File: config.mk
export PLATFORM = sky130hd
export DESIGN_NAME = parallel_to_serial
export DESIGN_NICKNAME = d
export VERILOG_FILES = /design/src/rtl/parallel_to_serial_pkg.sv /design/src/rtl/parallel_to_serial.sv
export SDC_FILE = /design/constraint.sdc
export NUM_CORES = 1
export LEC_CHECK = 0
export CAP_MARGIN = 20
export CORE_MARGIN = 2
export CORE_UTILIZATION = 49
export DETAILED_ROUTE_END_ITERATION = 16
export PLACE_DENSITY_LB_ADDON = 0.25
export SLEW_MARGIN = 5
export SYNTH_ARGS = -nofsm -noshare
export SYNTH_HDL_FRONTEND = slang
export SYNTH_SLANG_ARGS = --single-unit
File: constraint.sdc
create_clock -name clk -period 2.3 [get_ports clk]
set_input_delay 0.345 -clock clk [delete_from_list [all_inputs] [get_ports clk]]
set_output_delay 0.345 -clock clk [all_outputs]
set_load 0.02 [all_outputs]
File: src/rtl/parallel_to_serial_pkg.sv
// ============================================================================
// Module  : p2s_pkg
// Purpose : Shared types and sizing helpers for parallel_to_serial.
//           Macro P2S_PARITY_EN appends an even-parity bit to every frame.
// Rev     : 1.0  initial release
// ============================================================================
`default_nettype none

package p2s_pkg;

  localparam int unsigned P2S_WIDTH_DEFAULT = 8;

  typedef enum logic [0:0] {
    IDLE  = 1'b0,
    SHIFT = 1'b1
  } p2s_state_e;

  // Serial bits per frame, including the parity bit when enabled.
  function automatic int unsigned p2s_frame_len(input int unsigned width);
`ifdef P2S_PARITY_EN
    return width + 1;
`else
    return width;
`endif
  endfunction

  // Bit counter width; covers every index of the longest frame.
  function automatic int unsigned p2s_cnt_width(input int unsigned width);
    return $clog2(width + 2);
  endfunction

endpackage

`default_nettype wire

File: src/rtl/parallel_to_serial.sv
// ============================================================================
// Module  : parallel_to_serial
// Purpose : Loads a WIDTH-bit word over a valid/ready handshake and shifts it
//           out MSB-first with stall back-pressure and gapless back-to-back
//           frames. Macro P2S_PARITY_EN adds a trailing even-parity bit.
// Rev     : 1.0  initial release
// ============================================================================
`default_nettype none

module parallel_to_serial
  import p2s_pkg::*;
#(
  parameter int unsigned WIDTH = P2S_WIDTH_DEFAULT
) (
  input  logic             clk,
  input  logic             reset,
  input  logic             load_valid,
  output logic             load_ready,
  input  logic [WIDTH-1:0] load_data,
  input  logic             stall,
  output logic             serial_out,
  output logic             serial_valid,
  output logic             last,
  output logic             busy
);

  localparam int unsigned c_CNT_W     = p2s_cnt_width(WIDTH);
  localparam int unsigned c_FRAME_LEN = p2s_frame_len(WIDTH);
  localparam logic [c_CNT_W-1:0] c_LAST_IDX = c_CNT_W'(c_FRAME_LEN - 1);

  p2s_state_e         r_state, w_state_nxt;
  logic [WIDTH-1:0]   r_shift, w_shift_nxt;
  logic [c_CNT_W-1:0] r_count, w_count_nxt;

  logic w_in_shift;
  logic w_last;
  logic w_accept;
  logic w_load;
  logic w_data_bit;

  assign w_in_shift = (r_state == SHIFT);
  assign w_last     = w_in_shift && (r_count == c_LAST_IDX);
  assign w_accept   = load_valid && load_ready;

`ifdef P2S_PARITY_EN
  localparam logic [c_CNT_W-1:0] c_PAR_IDX = c_CNT_W'(WIDTH);

  logic r_parity;

  always_ff @(posedge clk or posedge reset) begin
    if (reset) begin
      r_parity <= 1'b0;
    end else if (w_load) begin
      r_parity <= ^load_data;
    end
  end

  // Data bits are exhausted once the count reaches WIDTH; the parity bit follows.
  assign w_data_bit = (r_count == c_PAR_IDX) ? r_parity : r_shift[WIDTH-1];
`else
  assign w_data_bit = r_shift[WIDTH-1];
`endif

  // Reset gates ready so nothing reads as accepting while reset is held.
  assign load_ready   = ~reset & (~w_in_shift | (w_last & ~stall));
  assign busy         = w_in_shift;
  assign last         = w_last;
  assign serial_valid = w_in_shift & ~stall;
  assign serial_out   = w_in_shift & w_data_bit;

  always_comb begin
    w_state_nxt = r_state;
    w_shift_nxt = r_shift;
    w_count_nxt = r_count;
    w_load      = 1'b0;

    case (r_state)
      IDLE: begin
        if (w_accept) begin
          w_load = 1'b1;
        end
      end
      SHIFT: begin
        if (!stall) begin
          if (w_last) begin
            if (w_accept) begin
              w_load = 1'b1;
            end else begin
              w_state_nxt = IDLE;
              w_shift_nxt = '0;
              w_count_nxt = '0;
            end
          end else begin
            w_shift_nxt = {r_shift[WIDTH-2:0], 1'b0};
            w_count_nxt = r_count + c_CNT_W'(1);
          end
        end
      end
      default: begin
        w_state_nxt = IDLE;
        w_shift_nxt = '0;
        w_count_nxt = '0;
      end
    endcase

    if (w_load) begin
      w_state_nxt = SHIFT;
      w_shift_nxt = load_data;
      w_count_nxt = '0;
    end
  end

  always_ff @(posedge clk or posedge reset) begin
    if (reset) begin
      r_state <= IDLE;
      r_shift <= '0;
      r_count <= '0;
    end else begin
      r_state <= w_state_nxt;
      r_shift <= w_shift_nxt;
      r_count <= w_count_nxt;
    end
  end

endmodule

`default_nettype wire
# ---- Word-level counts from Yosys, hierarchy flattened
# Cells that the tools add are included.
dict set report totals {
  input_bits 12
  register_bits 13
  out_inout_bits 5
  elab_cells 37
}
dict set report classes {
  reduce_logical 4
  eq_ne 3
  bitwise_logic 8
  n_addsub 1
  muxes 18
}
# cell count
set ops {}
lappend ops {{$mux 8} 5}
lappend ops {{$mux 4} 5}
lappend ops {{$mux 1} 7}
lappend ops {{$add 4x1->4 const B} 1}
lappend ops {{$and 1x1->1} 4}
lappend ops {{$eq 4x3->1 const B} 1}
lappend ops {{$ne 3x2->1 const B} 1}
lappend ops {{$not 1->1} 3}
lappend ops {{$reduce_and 3->1} 1}
lappend ops {{$logic_and 1x1->1} 2}
lappend ops {{$ne 2x1->1 const B} 1}
lappend ops {{$pmux 1 s2} 1}
lappend ops {{$reduce_bool 2->1} 1}
lappend ops {{$or 1x1->1} 1}

# ---- Longest topological paths before layout
dict set report depth {
  depth_word 12
  mapped_depth 5
  depth_no_buf 4
}

# ---- Least setup slack after synthesis
# No wires, ideal clock.
dict set report synth_timing {
  kind {reg2reg}
  startpoint {register r_state (netlist: busy)}
  endpoint {register r_shift[2]}
  slack_ps 744
  arrival_ps 1430
  path_buffers 1
  setup_time_ps 126
  required_time_ps 2174
  path_stages_with_launch 5
  period_less_slack_ps 1556
  path_cell_list {dfrtp_1 -> or3b_1 -> buf_6 -> and3_1 -> a221o_1}
}
dict set report synth_between {
  elab_chain_cells 11
  word_cells_on_any_way 18
  classes_between {eq/ne: 2; mux: 8; bitwise: 4; reduce/logical: 4}
}
# element line_no
set synth_lines {}
lappend synth_lines {{from (decl)} parallel_to_serial.sv:31} ;# p2s_state_e r_state, w_state_nxt;
lappend synth_lines {{from (signal assigned)} parallel_to_serial.sv:119} ;# r_state <= w_state_nxt;
lappend synth_lines {{$logic_and 1x1->1} parallel_to_serial.sv:42} ;# assign w_last = w_in_shift && (r_count == c_LAST_IDX);
lappend synth_lines {{$and 1x1->1} parallel_to_serial.sv:65} ;# assign load_ready = ~reset & (~w_in_shift | (w_last & ~stall));
lappend synth_lines {{$or 1x1->1} parallel_to_serial.sv:65}
lappend synth_lines {{$and 1x1->1} parallel_to_serial.sv:65}
lappend synth_lines {{$logic_and 1x1->1} parallel_to_serial.sv:43} ;# assign w_accept = load_valid && load_ready;
lappend synth_lines {{$mux 1} {parallel_to_serial.sv:79, parallel_to_serial.sv:86}}
lappend synth_lines {{$mux 1} parallel_to_serial.sv:85} ;# if (w_last) begin
lappend synth_lines {{$mux 1} parallel_to_serial.sv:84} ;# if (!stall) begin
lappend synth_lines {{$pmux 1 s2} parallel_to_serial.sv:77} ;# case (r_state)
lappend synth_lines {{$ne 3x2->1 (no source line), or another cell as far along} -}
lappend synth_lines {{$reduce_and 3->1 (no source line)} -}
lappend synth_lines {{to (signal assigned)} parallel_to_serial.sv:120} ;# r_shift <= w_shift_nxt;
lappend synth_lines {{to (decl)} parallel_to_serial.sv:32} ;# logic [WIDTH-1:0] r_shift, w_shift_nxt;
# Parallel ways exist; a longest one is shown, timed or not. The select of a mux whose other input is x is not followed.
# A chain may end at the register's enable or synchronous reset.

# ---- Worst setup path after layout
dict set report layout_timing {
  startpoint {register r_count[0]}
  endpoint {output last}
}
dict set report layout_between {
  elab_chain_cells 2
}
# element line_no
set layout_lines {}
lappend layout_lines {{from (decl)} parallel_to_serial.sv:33} ;# logic [c_CNT_W-1:0] r_count, w_count_nxt;
lappend layout_lines {{from (signal assigned)} parallel_to_serial.sv:121} ;# r_count <= w_count_nxt;
lappend layout_lines {{$eq 4x3->1} parallel_to_serial.sv:42}
lappend layout_lines {{$logic_and 1x1->1} parallel_to_serial.sv:42}
lappend layout_lines {{to (decl)} parallel_to_serial.sv:23} ;# output logic last,
# Every way passes these cells.

==> flow_metrics.tcl <==
set metrics [dict create \
    crit_fanout 4 \
    yosys_warnings 0 \
    clkSinkCount 13 \
    fin_cells 92 \
    multi_input_area_um2 297 \
    drv_cap 0 \
    cp_data_arrival_time_ns 1.87 \
    ys_top_cells_by_count "dfrtp_1 (13), a221o_1 (7), and3_1 (6), a21oi_1 (3), nand2_1 (3)" \
    min_period_ns 2.22 \
    fp.dieH_um 40.3 \
    synth_async_sr_flop_share 1.00 \
    routed_wl_mm 1.31 \
    slew_headroom 0.637 \
    cts_tree "yes" \
    hold_viol 0 \
    numCtsBuffers 3 \
    r2r_slack_ns 0.68 \
    ys_top_cells_by_area "dfrtp_1 (50%), a221o_1 (11%), and3_1 (5.8%), a21oi_1 (2.3%), and2_2 (2.3%)" \
    use_met2 0.250 \
    hp-class "input pin to asynchronous set/reset pin" \
    fillerInstances 100 \
    yosys.area.top_type_share 0.505 \
    total_power_mw 0.882 \
    dp.cells 88 \
    final.period_utilization 0.964 \
    met3_usage 0.0500 \
    holdWs_ns 0.464 \
    core_um2 1270 \
    max_stage_delay_ns 0.53 \
    grt_setup_unrepaired "false" \
    synth_top_area_cell "dfrtp_1" \
    reg2reg_depth 4 \
    grt_max_degree 14 \
    cts_setup_buffers 0 \
    syn-cell-area_um2 644 \
    diodes 0 \
    sequential_cell_area_um2 325 \
    synth_seq_cells 13 \
    num-nets-final 91 \
    startpoint "r_count[0]$_DFFE_PP0P_" \
    gp_congestion 0.739 \
    port_buffers 16 \
    clockBufferDepth 2 \
    peakVddDrop_v 0.000630 \
    post_cts_resized 0 \
    route.vias.total 540 \
    p_per_area_nw_per_um2 1030 \
    area_growth_pct 33.2 \
    fmax_ghz 0.451 \
    dieWidth_um 40.3 \
    required_ns 1.96 \
    status "complete, no violations" \
    root_buffer "clkbuf_4" \
    cp_top_family "buffers and inverters" \
    r2r_end "r_count[0]$_DFFE_PP0P_" \
    clkTransAtPathRegs_ns 0.09 \
    synthMostInstantiatedCell "dfrtp_1" \
    dr.pass1.iters 4 \
    crit_chain "ha_1, and3b_1, and2_2, clkdlybuf4s50_1" \
    clk_latency_ns 0.28 \
    synth_ff_type "dfrtp_1" \
    antenna_found_initial 0 \
    slowest_stage "clkdlybuf4s50_1" \
    grt-ovfl-total 0 \
    syn_avg_cell_area_um2 11.5 \
    ant_nets 0 \
    ys_types 25 \
    yosysSeqAreaShare 0.505 \
    ios 17 \
    grt_usage 0.182 \
    crit-reg2reg-launch "r_count[0]$_DFFE_PP0P_" \
    crit_type "register to output pin" \
    htreeDepth 1 \
    syn-num-nets 69 \
    grt_pass1_vias 419 \
    leakage_nw 0.408 \
    grt_pass1_wl_mm 1.90 \
    holdBufCountCts 0 \
    drt_iter0_markers 10 \
    synth-edff-count 0 \
    drive_gt1_frac 0.169 \
    viasPerCell 5.87 \
    dieArea_um2 1620 \
    dp_hpwl_um 897 \
    setup_viol 0 \
    drc 0 \
    cp_num_buf_inv 1 \
    slew_viol_final 0 \
    endpoint_kind "output pin" \
    tns_ns 0 \
    fin_skew_ns 0.000765 \
    wl_per_cell_um 14.3 \
    num_rows 13 \
    finish.utilization 0.677 \
    start_util 0.508 \
    postSynthCellCount 56 \
    busiest_layer "met1" \
    worstMarginPinSlew_ns 0.542 \
    use_met1 0.256 \
    cp-start-kind "register" \
]
## worst register-to-register path: stages, from the launching register on
cell	delay (ns)
dfrtp_1	0.41
ha_1	0.25
and3b_1	0.22
nor2_1	0.43
mux2_2	0.25
## where the power goes
part	switching [mW]	leakage [nW]	internal, mW
Sequential	0.0667	0.167	0.319
Combinational	0.148	0.223	0.201
Clock	0.0825	0.0177	0.0645
## per-stage QoR
| step | instance area [um^2] | worst slack, ns |
|---|---|---|
| floorplan | 644 | 0.744 |
| global placement | 831 | 0.197 |
| detailed placement | 831 | 0.193 |
| CTS | 858 | 0.0881 |
| global route | 858 | 0.0309 |
| finish | 858 | 0.0829 |
## flip-flops by register name, summed over array words and instances, names as in the netlist
name and count:
busy 1, r_count 4, r_shift 8
## final cells by class
cell class              instances  area share
multi-input cells              39       0.345
well taps                      15      0.0219
flip-flops and latches         13       0.379
clock inverters                 1     0.00583
inverters                       2     0.00875
clock buffers                   3      0.0262
repair buffers                 19       0.213
## worst max path at each step
stage / endpoint / slack [ns] / depth (start not counted)
2_1_floorplan: r_shift[2]$_DFFE_PP0P_ / 0.74 / 4
3_3_place_gp: load_ready / 0.20 / 4
3_5_place_dp: load_ready / 0.19 / 4
4_1_cts: last / 0.09 / 4
5_1_grt: last / 0.03 / 4
6_report: last / 0.08 / 4
## cell families after synthesis
| group | after synthesis | share of synthesized area |
|---|---|---|
| flip-flops | 13 | 0.505 |
| buffers and inverters | 4 | 0.0349 |
| AND/OR/NAND/NOR | 22 | 0.227 |
| multiplexers | 1 | 0.0175 |
| adder cells (fa/ha/maj) | 1 | 0.0194 |
| AO/OA/AOI/OAI | 15 | 0.196 |
## per-layer routing
metal  vias to the layer above  part of all wire
met2                        15              0.42
met4                         0             0.011
li1                        259                 -
met3                         2             0.051
met5                         -                 0
met1                       264              0.52
## cells in the final DEF (no fill, tap or decap)
master / Yosys / routed
a21oi_1: 3 / 3
a221o_1: 7 / 7
a22o_1: 1 / 1
a32o_1: 1 / 1
and2_2: 2 / 2
and2_4: 1 / 1
and3_1: 6 / 6
and3_4: 1 / 1
and3b_1: 1 / 1
buf_4: 0 / 3
clkbuf_4: 0 / 3
clkdlybuf4s50_1: 0 / 16
clkinv_2: 0 / 1
dfrtp_1: 13 / 13
ha_1: 1 / 1
inv_1: 2 / 2
mux2_2: 1 / 1
nand2_1: 3 / 3
nand2b_1: 2 / 2
nand3_1: 2 / 2
nand4bb_1: 1 / 1
nor2_1: 1 / 1
o211ai_1: 1 / 1
o21ai_0: 1 / 1
o21ba_2: 1 / 1
or3b_1: 1 / 1
or4_1: 1 / 1
Note: power is estimated with default switching activity, not from simulation.
